==> src/rtl/mmss_display_driver.sv <==
// MM.SS multiplexed seven-segment driver: per-frame snapshot, sequential double-dabble to BCD,
// atomic commit, then a registered digit scan with leading blanking on each slot.
module mmss_display_driver #(
   parameter int REFRESH_DIV  = 16384,
   parameter int BLANK_CYCLES = 64
) (
   input  logic       clk_100M,
   input  logic       reset,
   input  logic [5:0] sec_binary,
   input  logic [5:0] min_binary,
   output logic [3:0] an,
   output logic [6:0] seg,
   output logic       dp,
   output logic       conv_busy
);

   localparam int CW = $clog2(REFRESH_DIV);
   localparam logic [CW-1:0] DIV_LAST  = CW'(REFRESH_DIV - 1);
   localparam logic [CW-1:0] BLANK_LIM = CW'(BLANK_CYCLES);

   typedef enum logic [1:0] {IDLE, SNAP, CONV, COMMIT} state_t;

   state_t        state;
   logic [CW-1:0] div_cnt;
   logic [1:0]    digit;
   logic          frame_start;
   logic [2:0]    step;
   logic [5:0]    sec_snap, min_snap;
   logic [7:0]    sec_scr, min_scr;
   logic          sec_inv_s, min_inv_s;
   logic [7:0]    sec_bcd, min_bcd;
   logic          sec_inv, min_inv;
   logic [3:0]    sel_nib;
   logic          sel_inv;
   logic          blank;

   // One double-dabble step: adjust nibbles >= 5, then shift the next binary bit in.
   function automatic logic [7:0] dabble(input logic [7:0] s, input logic b);
      logic [7:0] t;
      t = s;
      if (t[3:0] >= 4'd5) t[3:0] = t[3:0] + 4'd3;
      if (t[7:4] >= 4'd5) t[7:4] = t[7:4] + 4'd3;
      return {t[6:0], b};
   endfunction

   function automatic logic [6:0] decode(input logic [3:0] n);
      case (n)
         4'd0:    return 7'b1000000;
         4'd1:    return 7'b1111001;
         4'd2:    return 7'b0100100;
         4'd3:    return 7'b0110000;
         4'd4:    return 7'b0011001;
         4'd5:    return 7'b0010010;
         4'd6:    return 7'b0000010;
         4'd7:    return 7'b1111000;
         4'd8:    return 7'b0000000;
         4'd9:    return 7'b0010000;
         default: return 7'h7F;
      endcase
   endfunction

   // Slot timer; frame_start resets high so the first conversion starts right after reset.
   always_ff @(posedge clk_100M or posedge reset) begin
      if (reset) begin
         div_cnt     <= '0;
         digit       <= 2'd0;
         frame_start <= 1'b1;
      end else if (div_cnt == DIV_LAST) begin
         div_cnt     <= '0;
         digit       <= digit + 2'd1;
         frame_start <= (digit == 2'd3);
      end else begin
         div_cnt     <= div_cnt + 1'b1;
         frame_start <= 1'b0;
      end
   end

   always_ff @(posedge clk_100M or posedge reset) begin
      if (reset) begin
         state     <= IDLE;
         step      <= 3'd0;
         conv_busy <= 1'b0;
         sec_snap  <= '0;
         min_snap  <= '0;
         sec_scr   <= '0;
         min_scr   <= '0;
         sec_inv_s <= 1'b0;
         min_inv_s <= 1'b0;
         sec_bcd   <= '0;
         min_bcd   <= '0;
         sec_inv   <= 1'b0;
         min_inv   <= 1'b0;
      end else begin
         case (state)
            IDLE: if (frame_start) state <= SNAP;
            SNAP: begin
               sec_snap  <= sec_binary;
               min_snap  <= min_binary;
               sec_inv_s <= (sec_binary >= 6'd60);
               min_inv_s <= (min_binary >= 6'd60);
               sec_scr   <= '0;
               min_scr   <= '0;
               step      <= 3'd0;
               conv_busy <= 1'b1;
               state     <= CONV;
            end
            CONV: begin
               sec_scr  <= dabble(sec_scr, sec_snap[5]);
               min_scr  <= dabble(min_scr, min_snap[5]);
               sec_snap <= {sec_snap[4:0], 1'b0};
               min_snap <= {min_snap[4:0], 1'b0};
               step     <= step + 3'd1;
               if (step == 3'd5) begin
                  conv_busy <= 1'b0;
                  state     <= COMMIT;
               end
            end
            COMMIT: begin
               // Both values land in the same cycle so a scan never mixes two snapshots.
               sec_bcd <= sec_scr;
               min_bcd <= min_scr;
               sec_inv <= sec_inv_s;
               min_inv <= min_inv_s;
               state   <= IDLE;
            end
            default: state <= IDLE;
         endcase
      end
   end

   always_comb begin
      sel_nib = 4'd0;
      sel_inv = 1'b0;
      case (digit)
         2'd0: begin sel_nib = sec_bcd[3:0]; sel_inv = sec_inv; end
         2'd1: begin sel_nib = sec_bcd[7:4]; sel_inv = sec_inv; end
         2'd2: begin sel_nib = min_bcd[3:0]; sel_inv = min_inv; end
         default: begin sel_nib = min_bcd[7:4]; sel_inv = min_inv; end
      endcase
   end

   assign blank = (div_cnt < BLANK_LIM);

   always_ff @(posedge clk_100M or posedge reset) begin
      if (reset) begin
         an  <= 4'b1111;
         seg <= 7'h7F;
         dp  <= 1'b1;
      end else if (blank) begin
         an  <= 4'b1111;
         seg <= 7'h7F;
         dp  <= 1'b1;
      end else begin
         an  <= ~(4'b0001 << digit);
         seg <= sel_inv ? 7'b0111111 : decode(sel_nib);
         dp  <= !((digit == 2'd2) && !sec_bcd[0]);
      end
   end

endmodule

==> config.mk <==
export PLATFORM = sky130hd
export DESIGN_NAME = mmss_display_driver
export DESIGN_NICKNAME = d
export VERILOG_FILES = /design/src/rtl/mmss_display_driver.sv
export SDC_FILE = /design/constraint.sdc
export NUM_CORES = 1
export LEC_CHECK = 0
export CAP_MARGIN = 10
export CORE_MARGIN = 2
export CORE_UTILIZATION = 55
export DETAILED_ROUTE_END_ITERATION = 6
export PLACE_DENSITY_LB_ADDON = 0.12
export SKIP_LAST_GASP = 1
export SLEW_MARGIN = 20
export SYNTH_ARGS = -nofsm -noshare
export SYNTH_HDL_FRONTEND = slang
export SYNTH_SLANG_ARGS = --single-unit
export TNS_END_PERCENT = 100
==> constraint.sdc <==
create_clock -name clk_100M -period 4.9 [get_ports clk_100M]
set_input_delay 0.735 -clock clk_100M [delete_from_list [all_inputs] [get_ports clk_100M]]
set_output_delay 0.735 -clock clk_100M [all_outputs]
set_load 0.02 [all_outputs]
==> results_dict.tcl, run 1 <==
set metrics [dict create \
    routed_wl_mm 7.35 \
    layout-drive-gt1-share_pct 10.3 \
    cp_slowest_cell "clkdlybuf4s50_1" \
    via_per_inst 5.59 \
    post_dp_cell_area_um2 4300 \
    drv_slew 0 \
    syn-num-nets 391 \
    drtPass1Iterations 7 \
    dr_wl_met3_um 255 \
    cts.sinks 83 \
    grt_max_degree 54 \
    die_y_um 88.9 \
    design.core.area_um2 6870 \
    crit_required_ps 4160 \
    regArea_um2 2090 \
    drv_cap 0 \
    hold_ws_ps 495 \
    die_width_um 88.9 \
    portBuffers 26 \
    status "completed" \
    met1Wirelength_mm 3.48 \
    cts_tree "built" \
    fillCellCount 532 \
    ys_top_cells_by_area "dfrtp_1 44%, dfstp_2 8.6%, ha_1 6.6%" \
    slowest_delay_ps 600 \
    clockBufferDepth 2 \
    skew_ps 6.51 \
    diodes 0 \
    min_period_ps 2210 \
    synth_edf_count 0 \
    synth_top_area_cell "dfrtp_1" \
    layout_common_cells "70 x dfrtp_1, 26 x clkdlybuf4s50_1, 24 x nand2_1" \
    worst_pin_slew_ps 896 \
    start_util_pct 57.7 \
    cp-startpoint "seg[0]" \
    worstPathBufferInverterCount 1 \
    design_area_um2 4540 \
    cts_post_setup_buffers_inserted 0 \
    start_kind "register" \
    worst_slack_ps 2690 \
    io_pins 27 \
    cpLargestDelayFamily "buffers and inverters" \
    track_usage_pct 21.1 \
    total_leakage_power_nw 1.98 \
    hold_viol 0 \
    cts-root-buf "clkbuf_8" \
    crit_fanout 1 \
    period_share_pct 45.2 \
    cts_hold_buffers 0 \
    placed_cells 468 \
    final_util_pct 66.1 \
    synth_area_um2 3960 \
    path_clk_slew_ps 80 \
    async_reset_ff_share_pct 100 \
    yosys_warnings 0 \
    gp_congestion 0.799 \
    powerDensity_nw_per_um2 287 \
    arrival_ps 1480 \
    drc 0 \
    dieArea_um2 7900 \
    synth_top_area_share_pct 44.2 \
    reg2reg_from "digit[0]" \
    fmax_mhz 452 \
    grt_pass1_wl_mm 12.4 \
    cts_buffers 9 \
    antenna_found_initial 0 \
    setup_viol 0 \
    seq_area_frac_synth_pct 52.8 \
    multi_input_area_um2 1700 \
    place_ws_ps 2640 \
    top_layer "met4" \
    syn2layout_area_growth_pct 14.7 \
    syn_inst 356 \
    wl_per_cell_um 15.2 \
    relSlewSlack_pct 40.3 \
    synth.ff_latch_count 83 \
    wl_met2_mm 3.47 \
    gr-total-overflow 0 \
    synthFlopType "dfrtp_1" \
    final_nets 418 \
    row_count 30 \
    clkLatencyLatePin_ps 360 \
    drtIter0Drc 122 \
    syn_area_per_cell_um2 11.1 \
    path_cells "clkdlybuf4s50_1" \
    endpoint_kind "output pin" \
    ir_worst_vdd_v 0.000193 \
    power.total_mw 1.30 \
    stdcell_count 484 \
    vias 2707 \
    critical_path_class "reg -> out" \
    holdCritPathClass "reg -> reg" \
    ant_nets 0 \
    layout_commonest_cell "dfrtp_1" \
    finalSetupTns_ps 0 \
    cts_resized 0 \
    hp-start "div_cnt[0]" \
    synthDistinctLibCells 46 \
    rsz0062_at_grt "false" \
    htree_levels 3 \
    dpl.hpwl_mm 4.99 \
    grt_pass1_vias 2655 \
]
-- layer usage --
layer  vias up  GRT usage [%]
met5         -              0
met4         0           9.50
met3        13           4.48
met2        45           33.0
met1      1327           28.3
li1       1322              -
-- cell families after synthesis --
family,Yosys count,share of synthesized area [%]
AND/OR/NAND/NOR,86,10.7
flip-flops,83,52.8
AO/OA/AOI/OAI,73,11.5
buffers and inverters,38,4.23
multiplexers,38,10.3
adder cells (fa/ha/maj),21,6.63
XOR/XNOR,17,3.76
-- Yosys cell counts, types with 2 or more instances --
cell,instances
a211oi_1,2
a21oi_1,20
a222oi_1,4
a22o_1,7
a31oi_1,4
and3_1,3
and4_1,3
buf_1,2
buf_2,2
clkbuf_1,7
clkinv_1,2
dfrtp_1,70
dfstp_2,13
ha_1,21
inv_1,20
inv_2,3
mux2_1,16
mux2_2,3
mux2i_1,18
nand2_1,24
nand2b_1,4
nand3_1,7
nand4_1,3
nor2_1,21
nor2b_1,2
nor3_1,6
nor4_1,4
o21ai_0,6
o21ai_1,15
o22ai_1,9
or2_1,2
or4_1,4
xnor2_1,13
xor2_1,4
-- where the power goes --
group / internal, mW / switching [mW] / leakage (nW) / total, mW
combinational: 0.0111 / 0.0160 / 0.817 / 0.0272
clock: 0.351 / 0.241 / 0.123 / 0.592
sequential: 0.685 / 0 / 1.04 / 0.685
total: 1.05 / 0.257 / 1.98 / 1.30
-- state kept, by name, indices dropped and copies added (netlist names) --
signal       cells
min_inv          1
min_snap         6
sec_inv_s        1
step             3
sec_snap         6
dp               1
sec_bcd          8
div_cnt         14
sec_scr          8
sec_inv          1
state            2
min_inv_s        1
min_scr          8
conv_busy        1
digit            2
min_bcd          8
frame_start      1
an               4
seg              7
-- cell type report --
type | instances | share of cell area, %
Inverter | 26 | 2.48
Multi-Input combinational cell | 235 | 37.4
Sequential cell | 83 | 46.1
Clock inverter | 5 | 2.20
Clock buffer | 11 | 3.11
Tap cell | 96 | 2.64
Timing Repair Buffer | 28 | 6.06
-- worst paths after layout --
| path | to | slack, ps | depth (start not counted) |
|---|---|---|---|
| max in group asynchronous | seg[1] | 3120 | 3 |
| setup reg to reg | seg[6] | 2710 | 8 |
| hold reg to reg | div_cnt[0] | 490 | 1 |
| setup / recovery | seg[0] | 2690 | 1 |
| hold / removal | div_cnt[0] | 490 | 1 |
| min in group asynchronous | sec_snap[3] | 850 | 2 |
No activity file was read; power rests on OpenSTA's default activity.
==> run 2: changes to the inputs <==
- CORE_UTILIZATION: 55 -> 53
- clock period: 4.9 -> 2 ns (I/O delays scaled with it)
==> results_dict.tcl, run 2 (synthesized netlist as in run 1, its figures left out) <==
set metrics [dict create \
    status "completed" \
    design.core.area_um2 7250 \
    cp_common_cell "buf_4" \
    antenna_found_initial 0 \
    grt_pass1_vias 2690 \
    grt_max_degree 84 \
    slowest_delay_ps 510 \
    dpl.hpwl_mm 5.08 \
    cts_tree "built" \
    stdcell_count 508 \
    drv_slew 0 \
    drc 0 \
    worst_slack_ps 50.2 \
    ant_nets 0 \
    reg2reg_slack_ps 50 \
    min_period_ps 1950 \
    setup_viol 0 \
    hold_ws_ps 407 \
    ir_worst_vdd_v 0.000353 \
    drtIter0Drc 65 \
    die_y_um 90.5 \
    placed_cells 487 \
    htree_levels 3 \
    worstPathBufferInverterCount 3 \
    syn2layout_area_growth_pct 19.8 \
    relSlewSlack_pct 71.3 \
    cts.sinks 83 \
    clockBufferDepth 2 \
    wl_per_cell_um 14.4 \
    clkLatencyLatePin_ps 350 \
    portBuffers 26 \
    final_nets 439 \
    largest_register_ffs 14 \
    worst_pin_slew_ps 426 \
    holdCritPathClass "in -> async" \
    fmax_mhz 513 \
    crit_required_ps 2290 \
    fillCellCount 611 \
    die_width_um 90.5 \
    skew_ps 6.35 \
    cts_hold_buffers 0 \
    track_usage_pct 18.9 \
    cts_buffers 9 \
    start_kind "register" \
    cpLargestDelayFamily "simple AND/OR/NAND/NOR gates" \
    dieArea_um2 8180 \
    top_register "div_cnt" \
    diodes 0 \
    finalSetupTns_ps 0 \
    layout_common_cells "69 x dfrtp_1, 26 x clkdlybuf4s50_1, 24 x nand2_1" \
    cts-root-buf "clkbuf_8" \
    layout-drive-gt1-share_pct 17.1 \
    arrival_ps 2240 \
    crit_fanout 3 \
    vias 2776 \
    path_cells "buf_4 -> buf_4 -> ha_4 -> mux2_4 -> buf_4 -> or4_4 -> nand4b_1" \
    hold_viol 0 \
    powerDensity_nw_per_um2 617 \
    total_leakage_power_nw 2.07 \
    via_per_inst 5.46 \
    critical_path_class "reg -> reg" \
    endpoint_kind "register" \
    drv_cap 0 \
    gr-total-overflow 0 \
    grt_pass1_wl_mm 12.4 \
    cp_slowest_cell "or4_4" \
    start_util_pct 54.6 \
    gp_congestion 0.798 \
    routed_wl_mm 7.32 \
    row_count 31 \
    place_ws_ps -21.9 \
    path_clk_slew_ps 80 \
    period_share_pct 97.5 \
    layout_commonest_cell "dfrtp_1" \
    final_util_pct 65.4 \
    io_pins 27 \
    drtPass1Iterations 4 \
]
-- run 2: timing repair --
item	in CTS	in global routing
setup endpoints to repair	2	5
pin swaps	1	6
buffers inserted	1	4
gates resized for setup	3	13
cloned	0	0
-- run 2: where the power goes --
part           switching (mW)  total [mW]  leakage, nW  internal [mW]
Sequential                  0        1.68         1.04           1.68
Combinational          0.0400      0.0703        0.938         0.0303
Clock                   0.576        1.18       0.0991          0.605
Total                   0.616        2.93         2.07           2.31
-- run 2: cell type report --
class                   instances  area [µm²]  share of cell area, %
inverters                      26         118                   2.48
repair buffers                 49         449                   9.46
clock buffers                  11         141                   2.98
well taps                      99         124                   2.61
multi-input cells             235        1770                   37.2
flip-flops and latches         83        2090                   44.1
clock inverters                 5        52.6                   1.11
-- run 2: worst min-delay path, delay by kind of cell --
family,cells,cell delay [ps]
buf+inv,3,880
-- run 2: layer usage --
layer / up-vias / share of wire, % / GRT usage, %
li1: 1362 / - / -
met1: 1355 / 48 / 25.7
met2: 46 / 47 / 30.0
met3: 13 / 2.9 / 2.84
met4: 0 / 2.3 / 8.72
met5: - / 0 / 0
-- run 2: path summary, 6_finish.rpt --
kind / start / cells after the start / to
max: digit[1] / 7 / seg[3]
min: reset / 3 / sec_snap[2]
max reg2reg: digit[1] / 7 / seg[3]
min reg2reg: div_cnt[0] / 1 / div_cnt[0]
max in group asynchronous: reset / 3 / dp
min in group clk_100M: div_cnt[0] / 1 / div_cnt[0]
-- run 2: through the flow --
| stage | power (mW) | area, µm² |
|---|---|---|
| after global placement | 1.78 | 4440 |
| after detailed placement | 1.78 | 4440 |
| after global routing | 3.04 | 4750 |
| after CTS | 2.97 | 4660 |
| final | 2.93 | 4750 |
| after floorplan | 1.74 | 3970 |
==> run 3: changes to the inputs <==
- ABC_AREA: unset -> 0
- PLACE_DENSITY: unset -> 0.84
- PLACE_DENSITY_LB_ADDON: 0.12 -> unset
==> results_dict.tcl, run 3 (synthesized netlist as in run 1, its figures left out) <==
set metrics [dict create \
    endpoint_kind "register" \
    final_util_pct 66.2 \
    vias 2849 \
    powerDensity_nw_per_um2 676 \
    drc 0 \
    design_area_um2 4800 \
    largest_register_ffs 14 \
    cts_buffers 9 \
    drv_slew 0 \
    crit_required_ps 2280 \
    skew_ps 12.2 \
    cts-root-buf "clkbuf_8" \
    gp_congestion 0.879 \
    hold_ws_ps 329 \
    cts.sinks 83 \
    drv_cap 0 \
    path_clk_slew_ps 80 \
    antenna_found_initial 0 \
    clkLatencyLatePin_ps 360 \
    holdCritPathClass "in -> async" \
    top_register "div_cnt" \
    status "complete, but fails checks" \
    ant_nets 0 \
    rsz0062_at_grt "true" \
    post_dp_cell_area_um2 4450 \
    final_nets 437 \
    crit_fanout 5 \
    reg2reg_slack_ps -20 \
    hold_viol 0 \
    violations "negative setup slack" \
    io_pins 27 \
    wl_per_cell_um 16.1 \
    row_count 31 \
    setup_viol 1 \
    drtPass1Iterations 4 \
    clockBufferDepth 2 \
    start_util_pct 54.6 \
    start_kind "register" \
    dpl.hpwl_mm 5.64 \
    design.core.area_um2 7250 \
    total_leakage_power_nw 2.09 \
    stdcell_count 506 \
    ir_worst_vdd_v 0.000383 \
    die_y_um 90.5 \
    worst_pin_slew_ps 551 \
    relSlewSlack_pct 63.2 \
    arrival_ps 2300 \
    grt_pass1_wl_mm 13.8 \
    cts_tree "built" \
    grt_max_degree 34 \
    critical_path_class "reg -> reg" \
    min_period_ps 2020 \
    placed_cells 486 \
    gr-total-overflow 0 \
    power.total_mw 3.25 \
    worst_slack_ps -17.6 \
    cts_hold_buffers 0 \
    fillCellCount 556 \
    diodes 0 \
    track_usage_pct 21.2 \
    grt_pass1_vias 2894 \
    portBuffers 26 \
    layout_common_cells "68 x dfrtp_1, 26 x clkdlybuf4s50_1, 24 x nand2_1" \
    syn2layout_area_growth_pct 21.3 \
    dieArea_um2 8180 \
    htree_levels 3 \
    multi_input_area_um2 1770 \
    routed_wl_mm 8.15 \
    die_width_um 90.5 \
    fmax_mhz 496 \
    layout-drive-gt1-share_pct 17.0 \
    drtIter0Drc 174 \
    layout_commonest_cell "dfrtp_1" \
    regArea_um2 2100 \
    via_per_inst 5.63 \
    period_share_pct 101 \
]
[run 3: changes by cell type in the layout (fill, tap and decap cells not counted), sizes merged]
cell / previous run / this run
clkinv: 5 / 3
buf: 23 / 21
clkbuf: 11 / 10
bufinv: 2 / 4
inv: 22 / 23
[run 3: through the flow]
step | setup WS (ps) | TNS [ps]
2_1_floorplan | 30.5 | 0
3_3_place_gp | 46.8 | 0
3_5_place_dp | -106 | -151
4_1_cts | -5.50 | -5.50
5_1_grt | -111 | -314
6_report | -17.6 | -17.6
[run 3: worst paths after layout]
kind,startpoint,end,cells past startpoint
setup / recovery,digit[0],seg[6],8
hold / removal,reset,div_cnt[2],2
setup reg to reg,digit[0],seg[6],8
hold reg to reg,div_cnt[0],div_cnt[0],1
max in group asynchronous,reset,seg[2],3
min in group clk_100M,div_cnt[0],div_cnt[0],1
[run 3: power by group]
group | switching (mW) | total (mW) | internal [mW]
Combinational | 0.0423 | 0.0777 | 0.0353
Sequential | 0 | 1.68 | 1.68
Clock | 0.627 | 1.49 | 0.866
[run 3: routing by layer]
layer / track usage, % / part of all wire (%)
met3: 4.67 / 3.9
met5: 0 / 0
met4: 10.1 / 2.4
met2: 36.1 / 52
met1: 25.8 / 42
[run 3: area by class of cell]
type	instances	area share, %
Sequential cell	83	43.6
Multi-Input combinational cell	235	36.9
Timing Repair Buffer	47	9.22
Clock buffer	10	2.86
Tap cell	99	2.58
Inverter	26	2.50
Clock inverter	6	2.32
[run 3: worst max-delay path: stages, from the launching register on]
cell and delay [ps]:
dfrtp_2 440, inv_4 70, ha_4 170, a222oi_1 420, mux2_4 260, inv_4 50
ha_4 170, o41ai_4 280, a31oi_1 70
[run 3: repair_timing]
| action | 4_1_cts | 5_1_grt |
|---|---|---|
| cloned | 0 | 0 |
| setup buffers | 2 | 2 |
| pin swaps | 1 | 6 |
| setup endpoints to repair | 4 | 5 |
| resized for setup | 8 | 9 |
==> variant (settings of run 3) <==
Make the reset (`reset`) synchronous in 3 clocked blocks.
--- a/src/rtl/mmss_display_driver.sv
+++ b/src/rtl/mmss_display_driver.sv
@@ -60,7 +60,7 @@
    endfunction
 
    // Slot timer; frame_start resets high so the first conversion starts right after reset.
-   always_ff @(posedge clk_100M or posedge reset) begin
+   always_ff @(posedge clk_100M) begin
       if (reset) begin
          div_cnt     <= '0;
          digit       <= 2'd0;
@@ -75,7 +75,7 @@
       end
    end
 
-   always_ff @(posedge clk_100M or posedge reset) begin
+   always_ff @(posedge clk_100M) begin
       if (reset) begin
          state     <= IDLE;
          step      <= 3'd0;
@@ -141,7 +141,7 @@
 
    assign blank = (div_cnt < BLANK_LIM);
 
-   always_ff @(posedge clk_100M or posedge reset) begin
+   always_ff @(posedge clk_100M) begin
       if (reset) begin
          an  <= 4'b1111;
          seg <= 7'h7F;
Check against the original RTL: differs if reset is asserted again (counterexample within 4 cycles, from zero or initial values and one cycle with reset high); with reset held inactive, the same outputs for 10 cycles.
==> variant against run 3 <==
Setup slack improved by 0.025 ns. Synthesized area fell by 6.5%. Final area fell by 8.3%. Wire length fell by 5.9%. Count of clock-buffer cells in the layout rose by 1. Synthesized cell count rose by 13%. Sequential cell count did not move.
Power is not compared: it rests on default switching activity, and its combinational part moved more than twofold at a synthesized area within 25%.
==> variant: results <==
export IMPL_status="finished clean"
export IMPL_via_per_inst=5.43
export IMPL_rr_worst_depth=7
export IMPL_gr_usage_met1_pct=24.6
export IMPL_synth_area_leaders="dfxtp_1 45%, mux2i_1 9.7%, ha_1 7.8%"
export IMPL_grt_pass1_vias=2671
export IMPL_crit_fanout=6
export IMPL_dr_pass1_iters=4
export IMPL_worst_hold_path_num_cells=3
export IMPL_io_buffer_count=26
export IMPL_synth_async_reset_ratio_pct=0
export IMPL_r2r_start="digit[0]"
export IMPL_relSlewSlack_pct=59.3
export IMPL_drt_iter0_markers=164
export IMPL_r2r_setup_slack_ns=0.007
export IMPL_diodes=0
export IMPL_hp_start="reset"
export IMPL_wl_per_cell_um=14.2
export IMPL_arrival_ns=2.28
export IMPL_synth_cell_types=40
export IMPL_grt_max_degree=62
export IMPL_grt_use_total_pct=20.1
export IMPL_placed_area_um2=4090
export IMPL_grt_pass1_wl_mm=12.0
export IMPL_p_leak_nw=1.64
export IMPL_ir_drop_mv=0.754
export IMPL_yosysSeqAreaShare_pct=44.9
export IMPL_hpwl_mm=4.86
export IMPL_synth_common_cells="83 x dfxtp_1, 73 x nor2_1, 36 x mux2i_1"
export IMPL_hp_class="in -> reg"
export IMPL_cp_slowest_cell="a222oi_1"
export IMPL_critPathMaxStageDelay_ns=0.46
export IMPL_drive_gt1_share_pct=11.0
export IMPL_antenna_found_initial=0
export IMPL_grtUsageMet3_pct=5.18
export IMPL_synth_net_count=440
export IMPL_hold_buffers=0
export IMPL_ys_flop_type="dfxtp_1"
export IMPL_skew_ns=0.0151
export IMPL_swShare_pct=32.2
export IMPL_nets=477
export IMPL_met2_usage_pct=34.1
export IMPL_rr_endpoint="seg[0]"
export IMPL_regMostFlops="div_cnt"
export IMPL_place_congestion=0.827
[variant: area by class of cell]
class / count / area (um^2)
clock buffers: 11 / 141
clock inverters: 4 / 51.3
fillers: 523 / 2390
inverters: 24 / 95.1
multi-input cells: 278 / 1940
flip-flops and latches: 83 / 1670
well taps: 96 / 120
repair buffers: 44 / 390
[variant: what timing repair did]
item                                    4_1_cts  5_1_grt
resized for setup                             9       10
endpoints found under the setup margin        4       10
pin swaps                                     3        5
buffers inserted                              1        6
[variant: metrics by stage]
stage / total power, mW / worst slack (ns) / util, % / hold WS, ns / std cells
floorplan: 2.66 / 0.0876 / - / 0.413 / 403
global placement: 2.92 / 0.0983 / 60.2 / 0.424 / 518
detailed placement: 2.95 / -0.0832 / 60.2 / 0.436 / 518
CTS: 4.13 / 0.0109 / 63.6 / 0.247 / 534
global route: 4.35 / -0.117 / 64.8 / 0.257 / 540
finish: 4.14 / 0.00698 / 64.8 / 0.266 / 540
[variant: how the worst max path moves through the flow]
stage	from	to	depth (start not counted)
6_report	digit[0]	seg[0]	7
5_1_grt	digit[0]	seg[3]	7
4_1_cts	digit[1]	seg[0]	7
3_5_place_dp	digit[1]	seg[0]	7
3_3_place_gp	digit[1]	seg[0]	7
2_1_floorplan	digit[0]	seg[0]	7
[variant: cells by family after synthesis]
kind of cell,synth area share (%)
AOI/OAI and AO/OA,12.1
xor gates and xnor gates,4.49
adders and majority gates,7.77
buffers and inverters,4.43
DFF,44.9
muxes,10.0
and+or+nand+nor,16.3
[variant: power by group through the flow]
stage	Combinational [mW]	Sequential, mW	Clock (mW)
floorplan	0.780	1.88	0
global placement	1.03	1.88	0
detailed placement	1.06	1.89	0
CTS	1.08	1.85	1.19
global route	1.19	1.87	1.29
finish	1.09	1.85	1.20
[variant: worst reg2reg max path: stages, from the launching register on]
cell and delay [ns]:
dfxtp_2 0.37, inv_4 0.06, ha_4 0.17, a222oi_1 0.46, mux2i_2 0.21, or2_1 0.30, o311a_1 0.31, nand2_1 0.06
[variant: per-layer routing]
layer	wire length, um	vias up
li1	-	1464
met1	3380	1392
met2	3870	63
met3	287	13
met4	136	0
met5	0	-
